--- src/rtl/instruction_decoder.sv ---
// 6502 opcode decoder: one-cycle datapath control pulse per instruction_ready rise.
// Optional DECODER_ILLEGAL_TRAP_EN adds sticky illegal / illegal_addr outputs.
module instruction_decoder #(
    parameter int ADDR_WIDTH = 16,
    parameter int REG_WIDTH  = 8,
    parameter int WE_WIDTH   = 7
) (
    input  logic                  clk,
    input  logic                  reset,
    input  logic                  instruction_ready,
    input  logic [REG_WIDTH-1:0]  instruction_in,
    input  logic [ADDR_WIDTH-1:0] address_in,
    output logic [REG_WIDTH-1:0]  opp,
    output logic [WE_WIDTH-1:0]   we,
    output logic [2:0]            source_selector_0,
    output logic [2:0]            source_selector_1,
    output logic [2:0]            target_selector_0,
    output logic [2:0]            target_selector_1,
`ifdef DECODER_ILLEGAL_TRAP_EN
    output logic                  illegal,
    output logic [ADDR_WIDTH-1:0] illegal_addr,
`endif
    output logic                  instruction_done
);

    localparam int WE_ADD  = 2;
    localparam int WE_X    = 3;
    localparam int WE_Y    = 4;
    localparam int WE_STAT = 5;
    localparam int WE_DOUT = 6;

    localparam logic [2:0] SRC_ADD  = 3'd1;
    localparam logic [2:0] SRC_X    = 3'd2;
    localparam logic [2:0] SRC_Y    = 3'd3;
    localparam logic [2:0] SRC_IMM  = 3'd4;
    localparam logic [2:0] SRC_MEM  = 3'd5;
    localparam logic [2:0] SRC_ZERO = 3'd6;

    localparam logic [2:0] TGT_ADD  = 3'd1;
    localparam logic [2:0] TGT_X    = 3'd2;
    localparam logic [2:0] TGT_Y    = 3'd3;
    localparam logic [2:0] TGT_NONE = 3'd4;
    localparam logic [2:0] TGT_MEM  = 3'd5;

    typedef enum logic {IDLE, EXEC} state_e;

    state_e                state_q, state_d;
    logic                  ready_prev_q;
    logic [REG_WIDTH-1:0]  opp_q, opp_d;
    logic [WE_WIDTH-1:0]   we_q, we_d;
    logic [2:0]            s0_q, s0_d, s1_q, s1_d;
    logic [2:0]            t0_q, t0_d, t1_q, t1_d;
    logic                  done_q, done_d;

    logic [WE_WIDTH-1:0]   dec_we;
    logic [2:0]            dec_s0, dec_s1, dec_t0, dec_t1;
    logic                  dec_known;
    logic                  start;

    assign start = (state_q == IDLE) && instruction_ready && !ready_prev_q;

    always_comb begin
        dec_we    = '0;
        dec_s0    = SRC_ZERO;
        dec_s1    = SRC_ZERO;
        dec_t0    = TGT_NONE;
        dec_t1    = TGT_NONE;
        dec_known = 1'b1;
        case (instruction_in)
            8'hA9: begin
                dec_s0 = SRC_IMM; dec_t0 = TGT_ADD;
                dec_we[WE_ADD] = 1'b1; dec_we[WE_STAT] = 1'b1;
            end
            8'hA5, 8'hAD: begin
                dec_s0 = SRC_MEM; dec_t0 = TGT_ADD;
                dec_we[WE_ADD] = 1'b1; dec_we[WE_STAT] = 1'b1;
            end
            8'hA2: begin
                dec_s0 = SRC_IMM; dec_t0 = TGT_X;
                dec_we[WE_X] = 1'b1; dec_we[WE_STAT] = 1'b1;
            end
            8'hA6: begin
                dec_s0 = SRC_MEM; dec_t0 = TGT_X;
                dec_we[WE_X] = 1'b1; dec_we[WE_STAT] = 1'b1;
            end
            8'hA0: begin
                dec_s0 = SRC_IMM; dec_t0 = TGT_Y;
                dec_we[WE_Y] = 1'b1; dec_we[WE_STAT] = 1'b1;
            end
            8'hA4: begin
                dec_s0 = SRC_MEM; dec_t0 = TGT_Y;
                dec_we[WE_Y] = 1'b1; dec_we[WE_STAT] = 1'b1;
            end
            8'h85, 8'h8D: begin
                dec_s1 = SRC_ADD; dec_t1 = TGT_MEM;
                dec_we[WE_DOUT] = 1'b1;
            end
            8'h86: begin
                dec_s1 = SRC_X; dec_t1 = TGT_MEM;
                dec_we[WE_DOUT] = 1'b1;
            end
            8'h84: begin
                dec_s1 = SRC_Y; dec_t1 = TGT_MEM;
                dec_we[WE_DOUT] = 1'b1;
            end
            8'hAA: begin
                dec_s0 = SRC_ADD; dec_t0 = TGT_X;
                dec_we[WE_X] = 1'b1; dec_we[WE_STAT] = 1'b1;
            end
            8'hA8: begin
                dec_s0 = SRC_ADD; dec_t0 = TGT_Y;
                dec_we[WE_Y] = 1'b1; dec_we[WE_STAT] = 1'b1;
            end
            8'h8A: begin
                dec_s0 = SRC_X; dec_t0 = TGT_ADD;
                dec_we[WE_ADD] = 1'b1; dec_we[WE_STAT] = 1'b1;
            end
            8'h98: begin
                dec_s0 = SRC_Y; dec_t0 = TGT_ADD;
                dec_we[WE_ADD] = 1'b1; dec_we[WE_STAT] = 1'b1;
            end
            8'hEA, 8'h00: begin
                dec_known = 1'b1;
            end
            default: begin
                dec_known = 1'b0;
            end
        endcase
    end

    // Controls are registered on the detecting edge, so EXEC lasts one cycle
    always_comb begin
        state_d = IDLE;
        opp_d   = opp_q;
        we_d    = '0;
        s0_d    = SRC_ZERO;
        s1_d    = SRC_ZERO;
        t0_d    = TGT_NONE;
        t1_d    = TGT_NONE;
        done_d  = 1'b0;
        case (state_q)
            IDLE: begin
                if (start) begin
                    state_d = EXEC;
                    opp_d   = instruction_in;
                    we_d    = dec_we;
                    s0_d    = dec_s0;
                    s1_d    = dec_s1;
                    t0_d    = dec_t0;
                    t1_d    = dec_t1;
                    done_d  = 1'b1;
                end
            end
            EXEC: begin
                state_d = IDLE;
            end
            default: begin
                state_d = IDLE;
            end
        endcase
    end

    always_ff @(posedge clk or posedge reset) begin
        if (reset) begin
            state_q      <= IDLE;
            ready_prev_q <= 1'b0;
            opp_q        <= '0;
            we_q         <= '0;
            s0_q         <= SRC_ZERO;
            s1_q         <= SRC_ZERO;
            t0_q         <= TGT_NONE;
            t1_q         <= TGT_NONE;
            done_q       <= 1'b0;
        end else begin
            state_q      <= state_d;
            ready_prev_q <= instruction_ready;
            opp_q        <= opp_d;
            we_q         <= we_d;
            s0_q         <= s0_d;
            s1_q         <= s1_d;
            t0_q         <= t0_d;
            t1_q         <= t1_d;
            done_q       <= done_d;
        end
    end

`ifdef DECODER_ILLEGAL_TRAP_EN
    logic                  illegal_q, illegal_d;
    logic [ADDR_WIDTH-1:0] illegal_addr_q, illegal_addr_d;

    // Only the first illegal opcode's address is kept
    always_comb begin
        illegal_d      = illegal_q;
        illegal_addr_d = illegal_addr_q;
        if (start && !dec_known) begin
            illegal_d = 1'b1;
            if (!illegal_q) begin
                illegal_addr_d = address_in;
            end
        end
    end

    always_ff @(posedge clk or posedge reset) begin
        if (reset) begin
            illegal_q      <= 1'b0;
            illegal_addr_q <= '0;
        end else begin
            illegal_q      <= illegal_d;
            illegal_addr_q <= illegal_addr_d;
        end
    end

    assign illegal      = illegal_q;
    assign illegal_addr = illegal_addr_q;
`else
    logic unused_trap;
    assign unused_trap = dec_known ^ (^address_in);
`endif

    assign opp               = opp_q;
    assign we                = we_q;
    assign source_selector_0 = s0_q;
    assign source_selector_1 = s1_q;
    assign target_selector_0 = t0_q;
    assign target_selector_1 = t1_q;
    assign instruction_done  = done_q;

endmodule

--- config.mk ---
export PLATFORM = sky130hd
export DESIGN_NAME = instruction_decoder
export DESIGN_NICKNAME = d
export VERILOG_FILES = /design/src/rtl/instruction_decoder.sv
export SDC_FILE = /design/constraint.sdc
export NUM_CORES = 1
export LEC_CHECK = 0
export ABC_AREA = 1
export ABC_CLOCK_PERIOD_IN_PS = 1580
export CAP_MARGIN = 20
export CORE_MARGIN = 2
export CORE_UTILIZATION = 39
export DETAILED_ROUTE_END_ITERATION = 6
export PLACE_DENSITY = 0.79
export SYNTH_ARGS = -nofsm -noshare
export SYNTH_HDL_FRONTEND = slang
export SYNTH_SLANG_ARGS = --single-unit
--- constraint.sdc ---
create_clock -name clk -period 1.58 [get_ports clk]
set_input_delay 0.237 -clock clk [delete_from_list [all_inputs] [get_ports clk]]
set_output_delay 0.237 -clock clk [all_outputs]
set_load 0.01 [all_outputs]
==> insert_results.sql <==
INSERT INTO impl_metrics (metric_group, metric, value, unit) VALUES
('outcome', 'outcome', 'complete, no violations', ''),
('worst_setup_path', 'critPathBufInv', '1', ''),
('synth', 'synthDistinctLibCells', '21', ''),
('finish', 'antenna_cells_inserted', '0', ''),
('power_and_ir_drop', 'p_sw_share', '26.0', '%'),
('routing', 'drtIter0Drc', '28', ''),
('worst_setup_path', 'critical-path-slowest-cell', 'clkdlybuf4s50_1', ''),
('power_and_ir_drop', 'sequential_power_share', '54.7', '%'),
('synth', 'synth_top_cells_by_area', 'dfrtp_1 (44%), dfstp_2 (12%), nand2_1 (9.6%)', ''),
('place', 'hpwl', '1720', 'um'),
('global_route', 'grt_start_max_net_pins', '25', ''),
('clock_tree', 'cts_tree', 'yes', ''),
('floorplan', 'core_area', '2710', 'sq um'),
('floorplan', 'ios', '55', ''),
('finish', 'fin_nets', '185', ''),
('clock_tree', 'cts_htree_levels', '1', ''),
('global_route', 'grt.overflow.total', '0', ''),
('global_route', 'antenna_found_initial', '0', ''),
('clock_tree', 'clockBufferDepth', '2', ''),
('global_route', 'grt_pass1_vias', '833', ''),
('routing', 'num_vias', '856', ''),
('synth', 'syn_inst', '118', ''),
('synth', 'post_synth_edffs', '0', ''),
('worst_setup_path', 'critical-path-max-stage-delay', '540', 'ps'),
('place', 'placedCellCount', '184', ''),
('clock_tree', 'insertion_delay', '310', 'ps'),
('floorplan', 'std_cell_rows', '19', ''),
('floorplan', 'chipWidth', '56.9', 'um'),
('routing', 'drt_pass1_iterations', '5', ''),
('synth', 'synth_top_cell_by_area', 'dfrtp_1', ''),
('timing', 'report.final.setup_viol', '0', ''),
('clock_tree', 'tritoncts.num_buffers', '3', ''),
('power_and_ir_drop', 'power.internal', '0.909', 'mW'),
('power_and_ir_drop', 'p_leak', '0.734', 'nW'),
('global_route', 'globalRouteTotalUtil', '14.6', '%'),
('global_route', 'grt_use_met2', '24.6', '%'),
('power_and_ir_drop', 'p_comb_share', '19.4', '%'),
('worst_setup_path', 'setup.reg_to_reg.worst_slack', '290', 'ps'),
('routing', 'routed_via_count_divided_by_cell_count', '4.55', ''),
('floorplan', 'fp.dieArea', '3230', 'sq um'),
('worst_setup_path', 'critical_path_peak_fanout', '2', ''),
('clock_tree', 'clock_sinks', '24', ''),
('synth', 'synth-async-reset-ratio', '100', '%'),
('worst_setup_path', 'worst-r2r-cell-count', '4', ''),
('worst_setup_path', 'nature_of_the_critical_path_startpoint', 'flip-flop', ''),
('run', 'number_of_violations_of_the_max_capacitance_limit', '0', ''),
('place', 'place.gp.congestion', '0.844', ''),
('worst_setup_path', 'regToRegEndpoint', 'opp[2]', ''),
('place', 'place.port_buffers', '34', ''),
('timing', 'period_needed', '1490', 'ps'),
('timing', 'unrepaired_setup_endpoints_after_global_routing', 'false', ''),
('worst_setup_path', 'crit_required', '1340', 'ps'),
('finish', 'area.growth.synth_to_final', '37.4', '%'),
('finish', 'drive_gt1_share', '22.3', '%'),
('synth', 'post_synth_most_frequent_cells', 'nand2_1 (28), dfrtp_1 (19), inv_1 (18), nor2_1 (10), o21ai_2 (8)', ''),
('routing', 'drtAntennaViolNets', '0', ''),
('routing', 'wire_per_inst', '11.5', 'um'),
('routing', 'drc', '0', ''),
('timing', 'final-hold-violation-count', '0', ''),
('global_route', 'grtUsageMet1', '15.5', '%'),
('min_path', 'worstHoldPathType', 'input pin to async pin', ''),
('worst_setup_path', 'crit_path_end_kind', 'primary output', ''),
('synth', 'synthesis.yosys.warnings', '0', ''),
('finish', 'final_util', '55.3', '%'),
('worst_setup_path', 'startpoint_of_the_worst_slack_reg_to_reg_timing_path', 'instruction_done', ''),
('floorplan', 'initial_core_utilization', '40.2', '%'),
('synth', 'ys_dominant_reg_cell', 'dfrtp_1', ''),
('worst_setup_path', 'crit_path_cell_trace', 'clkdlybuf4s50_1', ''),
('clock_tree', 'worst_setup_hold_path_clk_slew', '120', 'ps'),
('power_and_ir_drop', 'switching_power', '0.320', 'mW'),
('synth', 'synth_top_area_share', '43.6', '%');
## flip-flops by register name, summed over array words and instances (netlist names)
register and count:
target_selector_0 3, target_selector_1 1, opp 8, ready_prev_q 1, instruction_done 1, we 4, source_selector_1 3, source_selector_0 3
## final cells by class
class | count | area (sq um)
multi-input cells | 69 | 363
repair buffers | 39 | 374
flip-flops and latches | 24 | 607
well taps | 31 | 38.8
inverters | 21 | 78.8
fillers | 237 | 1210
clock buffers | 4 | 36.3
## timing repair
item                       in CTS  in global routing
hold endpoints to repair        0                  0
hold buffers                    0                  0
setup endpoints to repair       5                  1
gates resized for setup         5                  1
## cell families after synthesis
group                  Yosys count  synth area share, %
other                            2                0.689
AND/OR/NAND/NOR                 53                 23.7
AO/OA/AOI/OAI                   12                 8.27
buffers and inverters           27                 11.7
flip-flops                      24                 55.7
## metal layers
metal	up-vias	routed length (um)
met5	-	0
met4	0	60
met3	9	195
met2	43	1070
met1	382	848
li1	422	-
## power groups by stage
stage / sequential [mW] / combinational [mW] / clock, mW
after floorplan: 0.698 / 0.106 / 0
after global routing: 0.676 / 0.259 / 0.347
final: 0.672 / 0.239 / 0.318
after global placement: 0.681 / 0.233 / 0
after detailed placement: 0.683 / 0.241 / 0
after CTS: 0.672 / 0.242 / 0.323
## cell usage in the layout (no fill, tap or decap)
cell              n
a21oi_1           1
and2_1            1
buf_4             5
clkbuf_4          3
clkbuf_8          1
clkdlybuf4s50_1  28
conb_1            4
dfrtp_1          19
dfstp_2           5
dlygate4sd2_1     5
dlymetal6s2s_1    1
inv_1            18
inv_2             3
nand2_1          28
nand2_2           2
nand2_4           1
nand3_1           2
nand3_2           1
nand4_1           2
nor2_1           10
nor2_2            4
nor2_4            1
nor3_4            1
o21ai_0           3
o21ai_2           8
## per-stage QoR
stage / setup TNS, ps / hold WS, ps / worst slack (ps) / instance area (sq um) / total power, mW
after floorplan: 0 / 248 / 374 / 1100 / 0.803
after global placement: 0 / 466 / 5.52 / 1470 / 0.914
after detailed placement: -31.0 / 475 / -10.8 / 1470 / 0.925
after CTS: 0 / 252 / 31.3 / 1500 / 1.24
after global routing: 0 / 259 / 48.6 / 1500 / 1.28
final: 0 / 237 / 93.4 / 1500 / 1.23
## worst max-delay path by stage
stage                            from                    to  depth (start not counted)
floorplan            instruction_done                opp[7]                          5
global placement    instruction_ready                opp[1]                          6
detailed placement  instruction_in[0]  source_selector_0[2]                          9
CTS                  instruction_done      instruction_done                          1
global route                   opp[5]                opp[5]                          1
finish                         opp[5]                opp[5]                          1
No activity file was read; power rests on OpenSTA's default activity.
